===== config.mk =====
export PLATFORM = sky130hd
export DESIGN_NAME = instruction_fetch_unit
export DESIGN_NICKNAME = d
export VERILOG_FILES = /design/src/rtl/instruction_fetch_unit.sv
export SDC_FILE = /design/constraint.sdc
export NUM_CORES = 1
export LEC_CHECK = 0
export ABC_AREA = 1
export BUFFER_PORTS_ARGS = -buffer_cell sky130_fd_sc_hd__buf_4
export CELL_PAD_IN_SITES_DETAIL_PLACEMENT = 2
export CELL_PAD_IN_SITES_GLOBAL_PLACEMENT = 2
export CORE_AREA = 2 2 133 200
export DETAILED_ROUTE_END_ITERATION = 6
export DIE_AREA = 0 0 135 202
export PLACE_DENSITY = 0.89
export SLEW_MARGIN = 40
export SYNTH_ARGS = -nofsm -noshare
export SYNTH_HDL_FRONTEND = slang
export SYNTH_SLANG_ARGS = --single-unit

===== constraint.sdc =====
create_clock -name clock -period 1.6 [get_ports clock]
set_input_delay 0.08 -clock clock [delete_from_list [all_inputs] [get_ports clock]]
set_output_delay 0.08 -clock clock [all_outputs]
set_load 0.05 [all_outputs]

===== src/rtl/instruction_fetch_unit.sv =====
// Word-PC fetch engine: one registered imem read per instruction, result held in ir behind a valid/ready handshake.
// Latency 2 cycles from REQ to ir_valid (3 cycles/instr back-to-back); ir_ready low holds ir and stops fetching.
module instruction_fetch_unit #(
   parameter logic [31:0] RESET_PC   = 32'd0,
   parameter int          IMEM_WORDS = 1024,
   parameter int          CNT_W      = 16
) (
   input  logic             clock,
   input  logic             reset_n,
   input  logic             run,
   output logic             mem_en,
   output logic [31:0]      mem_addr,
   input  logic [31:0]      mem_rdata,
   output logic [31:0]      ir,
   output logic [31:0]      ir_pc,
   output logic [31:0]      ir_pc_plus1,
   output logic             ir_valid,
   input  logic             ir_ready,
   input  logic             redirect_valid,
   input  logic [31:0]      redirect_pc,
   output logic             fetch_fault,
   output logic [CNT_W-1:0] fetch_count
);

   typedef enum logic [2:0] {IDLE, REQ, WAIT, VALID, FAULT} state_t;

   localparam logic [31:0] PC_LIMIT = 32'(IMEM_WORDS);

   state_t      state;
   state_t      state_nxt;
   logic [31:0] pc;
   logic        in_range;
   logic        handshake;
   logic        capture;

   assign in_range    = (pc < PC_LIMIT);
   assign handshake   = (state == VALID) && ir_ready;
   // A redirect during WAIT cancels the read, so its data is dropped here.
   assign capture     = (state == WAIT) && !redirect_valid;

   assign mem_en      = (state == REQ) && in_range;
   assign mem_addr    = {pc[29:0], 2'b00};
   assign ir_valid    = (state == VALID);
   assign fetch_fault = (state == FAULT);
   assign ir_pc_plus1 = ir_pc + 32'd1;

   always_comb begin
      state_nxt = state;
      unique case (state)
         IDLE:    if (run) state_nxt = REQ;
         REQ:     state_nxt = in_range ? WAIT : FAULT;
         WAIT:    state_nxt = VALID;
         VALID:   if (handshake) state_nxt = run ? REQ : IDLE;
         FAULT:   state_nxt = FAULT;
         default: state_nxt = IDLE;
      endcase
      if (redirect_valid) state_nxt = run ? REQ : IDLE;
   end

   always_ff @(posedge clock or negedge reset_n) begin
      if (!reset_n) begin
         state       <= IDLE;
         pc          <= RESET_PC;
         ir          <= 32'd0;
         ir_pc       <= 32'd0;
         fetch_count <= '0;
      end else begin
         state <= state_nxt;
         if (redirect_valid)
            pc <= redirect_pc;
         else if (handshake)
            pc <= pc + 32'd1;
         if (handshake)
            fetch_count <= fetch_count + CNT_W'(1);
         if (capture) begin
            ir    <= mem_rdata;
            ir_pc <= pc;
         end
      end
   end

endmodule


==> impl_metrics.yaml <==
pwr:
  peakVddDrop_v: 0.000667
  p_per_area_nw_per_um2: 707
  p_leak_nw: 6.46
grt:
  grt_pass1_vias: 10200
  grt-ovfl-total: 0
  grt_pass1_wl_um: 67300
  grt_antenna_before_repair: 1
  grt_max_degree: 63
  track_usage_pct: 33.8
sta:
  timing.final.crit_share_pct: 144
  postLayoutSetupSlackWorst_ns: -0.703
  fin_crit_ns: 2.30
  clock.fmax_mhz: 434
  grt_setup_unrepaired: "yes"
  setup_violations: 122
  hold_viol: 0
  finalClockSkew_ns: 0.0186
  report.final.slew_viol_count: 0
  finalSetupTns_ns: -23.38
cts:
  cts_tree: "built"
  cts.sinks: 115
  cts_buffer_depth: 2
  clk_pin_slew_ns: 0.07
  cts-root-buf: "clkbuf_16"
  clkLatencyLatePin_ns: 0.47
  cts_buffers: 17
  cts.htree.levels: 4
finish:
  drive_above_1_share_pct: 54.7
  post-route-cell-area_sq_um: 13300
  n_fill_cell: 2685
  syn2layout_area_growth_pct: 89.0
  layout.cells.most_common_list: "buf_4 (325), nand2_1 (240), inv_1 (80)"
  fin_nets: 1457
  final_common_cell: "buf_4"
setup_path:
  slowest_stage: "dfrtp_4"
  rr_startpoint: "pc[1]$_DFFE_PN0P_"
  crit_required_ns: 1.52
  path_class: "register to primary output"
  worstSetupEndpoint: "ir_pc_plus1[24]"
  critical_path.top_delay_family: "simple AND/OR/NAND/NOR gates"
  r2r_slack_ns: -0.28
  worst_ep_arrival_time_ns: 2.22
  startpoint_type: "register"
  worstPathMaxFanout: 4
  startpoint: "ir_pc[0]$_DFFE_PN0P_"
  crit_chain: "ha_4 > nand3_4 > buf_4 > nor2_4 > nand4_1 > xnor2_4 > buf_6"
  slowest_delay_ns: 0.44
  worstReg2RegEnd: "pc[26]$_DFFE_PN0P_"
  worst_setup_path_end_kind: "primary output"
  crit_buf_inv: 2
  reg2regPathDepth: 12
  crit_cells: 7
detailed_routing:
  wl_per_cell_um: 33.0
  drc: 0
  vias: 9356
  wirelength_um: 57100
  firstDrtPassIters: 5
  drt_iter0_drc: 672
  ant_nets: 0
  vias_per_cell: 5.40
floorplan:
  ios: 216
  fp.dieW_um: 135
  placementRows: 72
  die_h_um: 202
  start_util_pct: 27.5
  dieArea_sq_um: 27300
  core_area_sq_um: 25600
synthesis:
  syn_area_per_cell_sq_um: 7.33
  synth_enable_flop_cells: 0
  yosys_most_used_dff: "dfrtp_1"
  ys_ff_latch: 115
  synthCells: 960
  yosysUniqueCellTypes: 34
  synth_area_sq_um: 7040
  netlist.area_leader.share_pct: 40.9
  ys_seq_area_share_pct: 40.9
  synth_top_area_cell: "dfrtp_1"
  synthArstFlopShare_pct: 100
  yosys_warnings: 0
  yosys-top-cells-area: "dfrtp_1 (41%), nand2_1 (18%), nor2_1 (6.0%)"
min_path:
  whs_path_depth: 5
  holdCritPathClass: "input port to register"
place:
  dpl.hpwl_um: 26900
  place_congestion: 0.933
  portBuffers: 213
  pre_cts_slack_ns: -0.0789
  place_area_sq_um: 9980
run_status:
  status: "finished, violations left"
  violations: "negative setup slack"
run:
  cap_violations: 0
[worst min-delay path, delay by kind of cell]
family	cells	cell delay, ns
AO/OA/AOI/OAI	1	0.08
buffers and inverters	2	0.14
AND/OR/NAND/NOR	2	0.12
[report_power, final]
part | internal [mW] | switching (mW)
Sequential | 3.01 | 0.158
Combinational | 0.752 | 1.30
Clock | 2.34 | 1.85
[timing repair]
action,CTS,global route
hold endpoints to repair,174,0
setup endpoints to repair,58,96
buffers inserted,22,62
cloned,0,5
hold buffers,58,0
pin swaps,34,95
gates resized for setup,123,260
[sequential cells by signal (all words and copies together) (netlist names)]
register     cells
ir_pc           32
ir              32
state            3
pc              32
fetch_count     16
[how the worst min path moves through the flow]
stage / end / from / slack, ns
floorplan: fetch_count[0]$_DFFE_PN0P_ / reset_n / -0.22
global placement: ir_pc[31]$_DFFE_PN0P_ / reset_n / -0.03
detailed placement: ir_pc[21]$_DFFE_PN0P_ / reset_n / -0.02
CTS: pc[10]$_DFFE_PN0P_ / redirect_pc[10] / 0.002
global route: pc[14]$_DFFE_PN0P_ / redirect_pc[14] / 0.008
finish: pc[14]$_DFFE_PN0P_ / redirect_pc[14] / 0.0001
[layer usage]
layer | part of all wire [%] | track usage, % | wire (um)
met1 | 34 | 34.1 | 19400
met2 | 52 | 64.5 | 29900
met3 | 4.8 | 4.99 | 2760
met4 | 8.7 | 19.4 | 4990
met5 | 0 | 0 | 0
[synth_stat cells (all sizes together) (4+ instances only)]
library cell and n:
nand2 340, nor2 124, dfrtp 115, inv 98
o21ai 59, buf 49, nand3 41, xor2 34
mux2 32, nor3 12, nand4 11, xnor2 10
nand3b 8, a21oi 7, o211ai 6, clkbuf 4
[layout make-up]
cell class,count,area (sq um),share of cell area (%)
Timing Repair Buffer,458,4060,30.5
Antenna cell,1,2.50,0.0188
Tap cell,333,417,3.13
Clock inverter,12,131,0.988
Clock buffer,20,447,3.36
Sequential cell,115,2950,22.1
Inverter,99,410,3.09
Multi-Input combinational cell,694,4890,36.8
[per-stage QoR]
| step | total power, mW | instances | hold slack (ns) | utilization (%) |
|---|---|---|---|---|
| after floorplan | 3.92 | 961 | -0.216 | - |
| after global placement | 4.44 | 1555 | -0.0271 | 39.0 |
| after detailed placement | 4.51 | 1555 | -0.0226 | 39.0 |
| after CTS | 8.57 | 1667 | 0.00179 | 45.9 |
| after global routing | 9.57 | 1731 | 0.00764 | 52.0 |
| final | 9.41 | 1732 | 0.000113 | 52.0 |
[cell families after synthesis]
logic type                 count (synthesis)  share of synthesized area [%]
AOI/OAI and AO/OA                         74                           5.51
xor gates and xnor gates                  44                           5.47
adders and majority gates                  3                          0.533
buffers and inverters                    152                           10.5
DFF                                      115                           40.9
muxes                                     32                           5.12
other                                      1                         0.0533
and+or+nand+nor                          539                           31.9
Note: power is estimated with default switching activity, not from simulation.
